## config.mk

```make
export PLATFORM = sky130hd
export DESIGN_NAME = dds_sweep_ctrl
export DESIGN_NICKNAME = d
export VERILOG_FILES = /design/src/rtl/dds_sweep_ctrl.sv
export SDC_FILE = /design/constraint.sdc
export NUM_CORES = 1
export LEC_CHECK = 0
export ABC_AREA = 1
export CORE_ASPECT_RATIO = 1.75
export CORE_UTILIZATION = 45
export CTS_BUF_LIST = sky130_fd_sc_hd__clkbuf_2
export CTS_CLUSTER_SIZE = 25
export DETAILED_ROUTE_END_ITERATION = 8
export GPL_TIMING_DRIVEN = 0
export MAX_ROUTING_LAYER = met4
export PLACE_DENSITY = 0.78
export SETUP_SLACK_MARGIN = 0.1
export SLEW_MARGIN = 20
export SYNTH_ARGS = -nofsm -noshare
export SYNTH_HDL_FRONTEND = slang
export SYNTH_SLANG_ARGS = --single-unit
```

## constraint.sdc

```tcl
create_clock -name clk -period 12.7 [get_ports clk]
set_input_delay 1.905 -clock clk [delete_from_list [all_inputs] [get_ports clk]]
set_output_delay 1.905 -clock clk [all_outputs]
set_load 0.02 [all_outputs]
```

## src/rtl/dds_sweep_ctrl.sv

```systemverilog
// Frequency-sweep sequencer that drives frequency, phase and amplitude words into a DDS core.
// Parameters are staged in shadow registers and then applied either directly or as a stepped sweep.
module dds_sweep_ctrl #(
    parameter int DATA_W  = 32,
    parameter int DWELL_W = 24
) (
    input  logic               clk,
    input  logic               rst,
    input  logic               param_wen,
    input  logic               mode,
    input  logic [DATA_W-1:0]  start_fword,
    input  logic [DATA_W-1:0]  stop_fword,
    input  logic [DATA_W-1:0]  step_fword,
    input  logic [DATA_W-1:0]  pword,
    input  logic [DATA_W-1:0]  amp,
    input  logic [DWELL_W-1:0] dwell,
    input  logic               loop_en,
    input  logic               start,
    input  logic               abort,
    output logic [DATA_W-1:0]  out_fword,
    output logic [DATA_W-1:0]  out_pword,
    output logic [DATA_W-1:0]  out_amp,
    output logic               point_stb,
    output logic               busy,
    output logic               done
);

    typedef enum logic {
        ST_IDLE  = 1'b0,
        ST_SWEEP = 1'b1
    } state_t;

    state_t              r_state;
    state_t              w_state_next;

    // Shadow copies of the parameter inputs
    logic                r_mode;
    logic [DATA_W-1:0]   r_start;
    logic [DATA_W-1:0]   r_stop;
    logic [DATA_W-1:0]   r_step;
    logic [DATA_W-1:0]   r_pword;
    logic [DATA_W-1:0]   r_amp;
    logic [DWELL_W-1:0]  r_dwell;
    logic                r_loop;

    logic [DATA_W-1:0]   r_fword;
    logic [DATA_W-1:0]   r_opword;
    logic [DATA_W-1:0]   r_oamp;
    logic                r_stb;
    logic                r_busy;
    logic                r_done;
    logic [DWELL_W-1:0]  r_cnt;

    logic [DATA_W-1:0]   w_fword_next;
    logic [DATA_W-1:0]   w_opword_next;
    logic [DATA_W-1:0]   w_oamp_next;
    logic                w_stb_next;
    logic                w_done_next;
    logic [DWELL_W-1:0]  w_cnt_next;

    logic [DWELL_W-1:0]  w_dwell_eff;
    logic                w_dwell_end;
    logic [DATA_W:0]     w_sum;
    logic                w_carry;
    logic                w_in_range;
    logic                w_degen;

    // A dwell of zero is treated as a one-cycle dwell
    assign w_dwell_eff = (r_dwell == '0) ? DWELL_W'(1) : r_dwell;
    assign w_dwell_end = (r_cnt == (w_dwell_eff - DWELL_W'(1)));

    // Extra bit catches wrap-around past the top of the frequency range
    assign w_sum      = {1'b0, r_fword} + {1'b0, r_step};
    assign w_carry    = w_sum[DATA_W];
    assign w_in_range = !w_carry && (w_sum[DATA_W-1:0] <= r_stop);
    assign w_degen    = (r_step == '0) || (r_start > r_stop);

    always_ff @(posedge clk) begin
        if (rst) begin
            r_mode  <= 1'b0;
            r_start <= '0;
            r_stop  <= '0;
            r_step  <= '0;
            r_pword <= '0;
            r_amp   <= '0;
            r_dwell <= '0;
            r_loop  <= 1'b0;
        end else if (param_wen && (r_state == ST_IDLE)) begin
            r_mode  <= mode;
            r_start <= start_fword;
            r_stop  <= stop_fword;
            r_step  <= step_fword;
            r_pword <= pword;
            r_amp   <= amp;
            r_dwell <= dwell;
            r_loop  <= loop_en;
        end
    end

    always_ff @(posedge clk) begin
        if (rst) begin
            r_state <= ST_IDLE;
        end else begin
            r_state <= w_state_next;
        end
    end

    always_comb begin
        w_state_next  = r_state;
        w_fword_next  = r_fword;
        w_opword_next = r_opword;
        w_oamp_next   = r_oamp;
        w_stb_next    = 1'b0;
        w_done_next   = 1'b0;
        w_cnt_next    = r_cnt;

        case (r_state)
            ST_IDLE: begin
                // Abort outranks start even when nothing is running
                if (start && !abort) begin
                    w_fword_next  = r_start;
                    w_opword_next = r_pword;
                    w_oamp_next   = r_amp;
                    w_stb_next    = 1'b1;
                    w_cnt_next    = '0;
                    if (r_mode) begin
                        w_state_next = ST_SWEEP;
                    end else begin
                        w_done_next = 1'b1;
                    end
                end
            end
            ST_SWEEP: begin
                if (abort) begin
                    w_state_next = ST_IDLE;
                end else if (w_dwell_end) begin
                    w_cnt_next = '0;
                    if (w_degen) begin
                        w_done_next  = 1'b1;
                        w_state_next = ST_IDLE;
                    end else if (w_in_range) begin
                        w_fword_next = w_sum[DATA_W-1:0];
                        w_stb_next   = 1'b1;
                    end else if (r_loop) begin
                        w_fword_next = r_start;
                        w_stb_next   = 1'b1;
                    end else begin
                        w_done_next  = 1'b1;
                        w_state_next = ST_IDLE;
                    end
                end else begin
                    w_cnt_next = r_cnt + DWELL_W'(1);
                end
            end
            default: begin
                w_state_next = ST_IDLE;
            end
        endcase
    end

    always_ff @(posedge clk) begin
        if (rst) begin
            r_fword  <= '0;
            r_opword <= '0;
            r_oamp   <= '0;
            r_stb    <= 1'b0;
            r_done   <= 1'b0;
            r_busy   <= 1'b0;
            r_cnt    <= '0;
        end else begin
            r_fword  <= w_fword_next;
            r_opword <= w_opword_next;
            r_oamp   <= w_oamp_next;
            r_stb    <= w_stb_next;
            r_done   <= w_done_next;
            r_busy   <= (w_state_next == ST_SWEEP);
            r_cnt    <= w_cnt_next;
        end
    end

    assign out_fword = r_fword;
    assign out_pword = r_opword;
    assign out_amp   = r_oamp;
    assign point_stb = r_stb;
    assign busy      = r_busy;
    assign done      = r_done;

endmodule
```

==> results.json <==
{
  "synth_area_per_cell_sq_um": 6.95,
  "grt-ovfl-total": 0,
  "die_area_sq_um": 36900,
  "setup_violations": 0,
  "cts_tree": "done",
  "cts_resized": 0,
  "port_buffers": 288,
  "yosys.area.top_type": "dfxtp_1",
  "clock_path_buffers": 3,
  "wl_microns": 59300,
  "clkTransAtPathRegs_ps": 110,
  "skew_ps": 96.4,
  "synth_top_area_share_pct": 38.1,
  "fin_crit_ps": 5520,
  "grt_usage_pct": 32.9,
  "ioPinCount": 290,
  "slew_viol_final": 0,
  "root_buffer": "clkbuf_2",
  "cts_hold_buf": 0,
  "crit_fanout": 10,
  "synth_warnings": 0,
  "powerDensity_nw_per_um2": 117,
  "layout-drive-gt1-share_pct": 6.40,
  "max_stage_delay_ps": 600,
  "crit_type": "reg2reg",
  "dp_hpwl_microns": 47500,
  "place_congestion": 0.988,
  "p_leak_uw": 0.00901,
  "postCtsSetupBuffers": 0,
  "avgRoutedWirePerCell_microns": 18.4,
  "synth-edff-count": 0,
  "synthTopCellsByArea": "dfxtp_1, nor2_1, o21ai_0, nand2_1, ha_1",
  "cp_slowest_cell": "o21ai_0",
  "core-area_sq_um": 35400,
  "async_flop_share_pct": 0,
  "areaGrowthSynthToFinish_pct": 25.5,
  "vdd_drop_max_uv": 95.4,
  "grt_pass1_wl_microns": 89900,
  "rsz0062_at_grt": "false",
  "grt_max_degree": 14,
  "syn_inst": 2338,
  "ys_ff_latch": 309,
  "finalCritPeriodShare_pct": 43.5,
  "synth_commonest_cells": "nor2_1, nand2_1, dfxtp_1, o21ai_0, inv_1",
  "drtAntennaViolNets": 0,
  "die_x_microns": 146,
  "outcome": "finished clean",
  "rows": 91,
  "cp_common_cell": "nand2_1",
  "hp-class": "reg2reg",
  "drv_cap": 0,
  "num_vias": 17043,
  "arrival_ps": 6360,
  "post-route-util_pct": 57.6,
  "vias_per_cell": 5.28,
  "p_total_uw": 2390,
  "synth.net_count": 2628,
  "end_kind": "register",
  "worst_slew_pin_slew_ps": 1050,
  "start_util_pct": 45.9,
  "ys_seq_area_share_pct": 38.1,
  "yosysUniqueCellTypes": 45,
  "synthesis.area_sq_um": 16300,
  "fp.dieH_microns": 253,
  "slew_headroom_pct": 29.7,
  "timing_hold_violations_final": 0,
  "fill_cells": 3411,
  "fin_nets": 2990,
  "numCtsBuffers": 72,
  "clock_latency_ps": 1020,
  "yosysMostFrequentCell": "nor2_1",
  "fin_setup_tns_ps": 0,
  "grt_pass1_vias": 17285,
  "htreeDepth": 3,
  "antenna_found_initial": 12,
  "clkSinkCount": 309,
  "drcViolationCount": 0,
  "required_ps": 13530,
  "critPathLaunchType": "register",
  "synth_ff_type": "dfxtp_1",
  "fmax_ghz": 0.181,
  "drtIter0Drc": 812,
  "dr.pass1.iters": 6
}
[critical path, delay by kind of cell, from the launching register on]
kind                     cells  cell delay (ps)
XOR/XNOR                     1              490
adder cells (fa/ha/maj)      2              650
AND/OR/NAND/NOR             21             2970
flip-flops                   1              360
AO/OA/AOI/OAI                1              600
buffers and inverters        2              330
[routing by layer]
metal,global-route usage [%],vias up,routed length [microns]
li1,-,8371,-
met1,27.7,7858,19500
met2,61.5,593,31500
met3,6.36,221,3070
met4,28.4,0,5300
met5,-,-,0
[cells in the final DEF (no fill, tap or decap), drive strengths merged, types with 4 or more instances in the layout]
| cell | netlist | layout |
|---|---|---|
| a21o | 6 | 6 |
| a21oi | 155 | 155 |
| buf | 11 | 11 |
| clkbuf | 103 | 206 |
| clkdlybuf4s50 | 0 | 288 |
| clkinv | 1 | 20 |
| dfxtp | 309 | 309 |
| diode | 0 | 13 |
| ha | 98 | 98 |
| inv | 163 | 165 |
| nand2 | 368 | 368 |
| nand3 | 57 | 57 |
| nand3b | 12 | 12 |
| nand4 | 35 | 35 |
| nor2 | 593 | 593 |
| nor3 | 14 | 14 |
| nor4 | 15 | 15 |
| o21a | 5 | 5 |
| o21ai | 296 | 296 |
| o21bai | 4 | 4 |
| or2 | 5 | 5 |
| xnor2 | 26 | 26 |
| xor2 | 44 | 44 |
[per-stage QoR]
step / worst slack (ps) / hold WS, ps / cell area [sq um] / std cells
2_1_floorplan: 8460 / 430 / 16300 / 2338
3_3_place_gp: 7590 / 460 / 19700 / 3091
3_5_place_dp: 7490 / 473 / 19700 / 3091
4_1_cts: 7450 / 432 / 20400 / 3217
5_1_grt: 6910 / 449 / 20400 / 3229
6_report: 7180 / 453 / 20400 / 3230
[power breakdown]
group | internal [uW] | switching [uW] | total, uW | leakage [uW]
combinational | 257 | 383 | 640 | 0.00596
clock | 226 | 417 | 643 | 0.000492
sequential | 1040 | 60.0 | 1100 | 0.00256
[sequential cells by signal, indices dropped and copies added, names as in the netlist]
signal and flops:
r_mode 1, done 1, r_stop 32, point_stb 1
r_step 32, r_start 32, r_pword 32, out_amp 32
r_cnt 24, out_fword 32, out_pword 32, r_loop 1
r_dwell 24, r_amp 32, busy 1
[path summary, 6_finish.rpt]
path                 startpoint             to  slack (ps)  cells past startpoint
setup reg to reg  out_fword[18]  out_fword[28]        7180                     27
setup / recovery  out_fword[18]  out_fword[28]        7180                     27
hold / removal        r_amp[14]    out_amp[14]         450                      2
hold reg to reg       r_amp[14]    out_amp[14]         450                      2
[cell families (layout without fill, tap and decap cells)]
logic type	count (synthesis)	count (layout)	synth area share [%]
AO/OA/AOI/OAI	475	475	15.0
adder cells (fa/ha/maj)	99	99	7.67
AND/OR/NAND/NOR	1107	1107	28.5
buffers and inverters	278	692	6.95
flip-flops	309	309	38.1
other	0	13	0
XOR/XNOR	70	70	3.82
[area by class of cell]
type                    instances  area (sq um)  share of cell area (%)
clock inverters                23           134                   0.656
clock buffers                 103           515                    2.53
flip-flops and latches        309          6190                    30.3
plain buffers                 114           514                    2.52
repair buffers                288          2880                    14.1
well taps                     465           582                    2.85
diodes                         13          32.5                   0.159
inverters                     164           616                    3.02
multi-input cells            1751          8940                    43.8
Note: power is estimated with default switching activity, not from simulation.
